[src/rtl/reg_file_pkg.sv]
`default_nettype none
// ============================================================================
//  Module   : reg_file_pkg
//  Brief    : Shared geometry of the 16x8 register file, also used by the
//             UART command decoder.
//  Revision : 1.0
// ============================================================================
package reg_file_pkg;

    localparam int DEPTH  = 16;
    localparam int WIDTH  = 8;
    localparam int ADDR_W = 4;

endpackage : reg_file_pkg
`default_nettype wire

[src/rtl/reg_file_16x8.sv]
`default_nettype none
// ============================================================================
//  Module   : reg_file_16x8
//  Brief    : 16 x 8-bit flip-flop register file, synchronous write and
//             synchronous clear, combinational read.
//  Revision : 1.0
// ============================================================================
module reg_file_16x8 (
    input  logic                            clk,
    input  logic                            rst,
    input  logic                            wr_en,
    input  logic [reg_file_pkg::ADDR_W-1:0] addr,
    input  logic [reg_file_pkg::WIDTH-1:0]  wr_data,
    output logic [reg_file_pkg::WIDTH-1:0]  rd_data
);

    localparam int DEPTH  = reg_file_pkg::DEPTH;
    localparam int WIDTH  = reg_file_pkg::WIDTH;
    localparam int ADDR_W = reg_file_pkg::ADDR_W;

    // Flip-flop array: every entry must clear on reset and read without latency.
    logic [WIDTH-1:0] r_regs [DEPTH];

    always_ff @(posedge clk) begin
        if (rst) begin
            for (int i = 0; i < DEPTH; i++) begin
                r_regs[i] <= '0;
            end
        end else if (wr_en) begin
            r_regs[addr] <= wr_data;
        end
    end

    // No bypass: a same-address write shows up only after the edge.
    assign rd_data = r_regs[addr];

endmodule : reg_file_16x8
`default_nettype wire

[config.mk]
export PLATFORM = sky130hd
export DESIGN_NAME = reg_file_16x8
export DESIGN_NICKNAME = d
export VERILOG_FILES = /design/src/rtl/reg_file_pkg.sv /design/src/rtl/reg_file_16x8.sv
export SDC_FILE = /design/constraint.sdc
export NUM_CORES = 1
export LEC_CHECK = 0
export ABC_AREA = 1
export CAP_MARGIN = 10
export CORE_UTILIZATION = 35
export CTS_BUF_LIST = sky130_fd_sc_hd__clkbuf_2
export DETAILED_ROUTE_END_ITERATION = 8
export GPL_TIMING_DRIVEN = 0
export PLACE_DENSITY = 0.51
export SYNTH_ARGS = -nofsm -noshare
export SYNTH_HDL_FRONTEND = slang
export SYNTH_SLANG_ARGS = --single-unit
[constraint.sdc]
create_clock -name clk -period 2 [get_ports clk]
set_clock_uncertainty 0.1 [all_clocks]
set_input_delay 0.4 -clock clk [delete_from_list [all_inputs] [get_ports clk]]
set_output_delay 0.4 -clock clk [all_outputs]
set_load 0.02 [all_outputs]
* Word level (Yosys, flattened, before mapping)
Memory sizes are Yosys's and may differ from the RTL's.
Cells that the tools add are included.
** Word-level totals
- Memories :: 1
- Word-level logic and storage cells :: 10
- Input bits :: 15
- Bits in writable memories :: 128
- Register bits :: 0
- Output and inout port bits :: 8
** Memories
- r_regs :: depth 16, bits a word 8, read ports 1, clocked after Yosys merged registers in 0, wr ports 16, line reg_file_16x8.sv:22 : logic [WIDTH-1:0] r_regs [DEPTH];
** Cells by class
- Multiplexer cells :: 8
- Reduce and logical (&&, ||, !) cells :: 1
** Operators with widths (number)
- $mux 8 :: 1
- $reduce_or 8->1 :: 1
- $mux 1 :: 6
- $mux 4 :: 1

* Logic depth before layout (Yosys ltp)
Gate-level depths: netlist (run 1).
- Depth in word-level cells :: 5
- Depth in mapped cells :: 11
- Mapped depth without buffers :: 9

* Least setup slack after synthesis (run 1)
OpenSTA, ideal clock, no wires.
- Path type :: in2out
- Start :: input port addr[1] in the netlist's numbering
- End :: output port rd_data[1] in the netlist's numbering
- Arrival :: 1.348 ns
- Path buffers :: 2
- Slack :: 0.152 ns
- Stages :: 9
- Path through :: buf_2 -> inv_2 -> clkbuf_1 -> nand2_1 -> nand2_1 -> nand2_1 -> nand2_1 -> inv_1 -> nand2_1
** On the way
- Longest elaborated chain between the ends :: 1
** Ends and longest elaborated chain
- from (decl) :: line reg_file_16x8.sv:12 : input logic [reg_file_pkg::ADDR_W-1:0] addr,
- $mem_v2 16x8
- to (decl) :: line reg_file_16x8.sv:14 : output logic [reg_file_pkg::WIDTH-1:0] rd_data
Every way passes these cells.

* Worst setup path in the final report (run 1)
- Start :: input port addr[3] in the netlist's numbering
- End :: output port rd_data[6] in the netlist's numbering
The elaborated chain is that of the path after synthesis.

==> run summary, run 1 <==
syn_area_per_cell - 8.58 µm²
Hold WC Path Type - in2reg
commonest non-fill, non-tap cell in the layout - nand2_1
pin count of the biggest net entering global routing - 17
Adder-Cell Fraction of Synth Area - 0
# IOs - 23
grt total ovfl - 0
Reg with most FFs - r_regs
Core Area - 0.0168 mm²
Die Ht - 133 µm
Setup Viol. Count Final - 16
Ys Warns - 0
CTS clk-pin slew, worst paths - 200 ps
synthesized instance count - 705
area occupied by multi-input gates - 0.00211 mm²
Post-Syn Nets - 720
area grow syn2layout - 16.1%
first-pass GRT wire length - 26,000 µm
final hold violations - 0
antenna violations before repair - 1
Finished Layout Cells - 979
most frequent cells in the layout - 321 x nand2_1, 131 x nor2_1, 128 x edfxtp_1, 57 x nand2_2, 25 x inv_1
hold path depth - 4
Static Leakage - 3.09 nW
number of global-route vias before repair - 4,571
TritonCTS clock tree - done
drt wl/cell - 17.3 µm
FF/Latch Area - 0.00384 mm²
Total Wirelength - 17,000 µm
post-route ant nets - 0
hold path endpoint - r_regs[13][7]
cell count after placement - 946
critical path required time - 1500 ps
Critical Path AT - 1850 ps
TritonCTS buffer count - 17
DIE AREA - 0.0178 mm²
Cell Pwr Density - 789 mW/mm²
CP Class - in2out
Slew Viols, Final - 0
HPWL after detailed placement - 11,800 µm
drt initial violations - 364
mux contribution to synthesized area - 0
compound-gate portion of the synthesized area - 0
first drt pass iteration count - 7
failing checks - negative setup slack
count of different cell masters after synthesis - 9
main combinational cell family by area after synthesis - simple AND/OR/NAND/NOR gates
fin crit share - 1.18
Worst Setup Slack, final - -354 ps
fin crit period - 2350 ps
Synth Cell Area - 0.00605 mm²
max-cap check violation count - 0
vias per cell - 4.82
max reg flops - 128
XOR/XNOR Fraction of Synth Area - 0
GPL Wtd Cong - 0.838
simple-gate portion of the synthesized area - 0.322
clock sink count - 128
DR vias - 4,723
Worst Path Max Fanout - 10
post-synthesis sequential area ratio - 0.635
min-delay src - addr[1]
Filler cells - 1,721
Total Routing Usage GR - 0.206
RSZ-0062 raised after global routing - true
Worst Setup End Kind - output pin
drt drc - 0
Initial Utilization - 0.361
VDD IR max - 0.347 mV
Worst setup SP type - input pin
clock tree root driver cell - clkbuf_2
biggest regs - r_regs x128
PortBufs - 21
relative max-transition margin - 0.418
Max Buffers Root-to-Sink - 2
H-Tree Depth - 4
Area contributors post-synth - edfxtp_1 64%, nand2_1 23%, nor2_1 8.1%, inv_1 1.7%, buf_2 1.1%
status - finished with violations
Worst-Margin Slew - 873 ps
dpl ws - -1320 ps
post-CTS setup buffers - 0
area leader, netlist - edfxtp_1
nets - 760
Rows - 47
flops & latches, synth - 128
share of cells above drive strength 1 - 0.165
post-synth top area share - 0.635
die width - 133 µm
FMAX - 425 MHz
logic make-up after synthesis:
group,count (synthesis)
AND/OR/NAND/NOR,513
flip-flops,128
buffers and inverters,64
power by group:
group | switching [mW] | internal, mW
Combinational | 0.487 | 0.216
Clock | 1.02 | 0.687
Sequential | 0.0411 | 3.10
critical path, stage by stage:
cell	delay, ps
clkdlybuf4s50_1	560
inv_1	60
nor2_1	200
buf_4	240
nand2_1	100
nand2_1	80
inv_2	40
nand2_2	60
buf_6	110
worst max-delay path by stage:
stage	from	to	cells past startpoint
floorplan	addr[1]	rd_data[1]	9
detailed placement	addr[0]	rd_data[2]	12
finish	addr[3]	rd_data[6]	9
global route	r_regs[1][3]	rd_data[3]	9
CTS	r_regs[15][4]	rd_data[4]	9
global placement	addr[0]	rd_data[2]	12
final cells by class:
class                      instances  share of cell area
clock buffer                      17              0.0121
timing repair buffer              21              0.0306
inverter                          30              0.0160
antenna                            1            0.000356
sequential                       128               0.547
tap                              220              0.0392
multi-input combinational        513               0.301
clock inverter                    15              0.0240
buffer                            34              0.0297
cell usage after synthesis:
cell type	count
buf_2	13
clkbuf_1	16
nand2_1	378
inv_1	27
nor2_1	131
buf_1	5
edfxtp_1	128
nor3_2	4
inv_2	3
metrics by stage:
step / TNS, ps / hold WS (ps) / area, µm² / power, mW / util
after floorplan: 0 / 576 / 6050 / 3.56 / -
after global placement: -171910 / 1130 / 6540 / 3.83 / 0.390
after detailed placement: -168940 / 1150 / 6540 / 3.84 / 0.390
after CTS: -2780 / 314 / 6930 / 5.55 / 0.414
after global routing: -4900 / 351 / 7020 / 5.75 / 0.419
final: -2610 / 370 / 7020 / 5.54 / 0.419
per-layer routing:
layer  up-vias  part of all wire  GRT usage
met2       141              0.49      0.332
met5         -                 0          0
met4         0             0.024     0.0720
li1       2291                 -          -
met1      2264              0.43      0.271
met3        27             0.063     0.0472
what timing repair did:
item,in CTS,in global routing
setup endpoints to repair,80,102
hold buffers,0,0
pin swaps,33,29
resized for setup,99,40
(Power assumes the default switching activity.)
==> inputs of run 2 (changes only) <==
SLEW_MARGIN = 20   (was not set)
==> results of run 2 <==
Final layout, timing and power as in run 1 (identical DEF).
==> inputs of run 3 (changes only) <==
HOLD_SLACK_MARGIN = 0.08   (was not set)
==> results of run 3 <==
Final layout, timing and power as in run 1 (identical DEF).
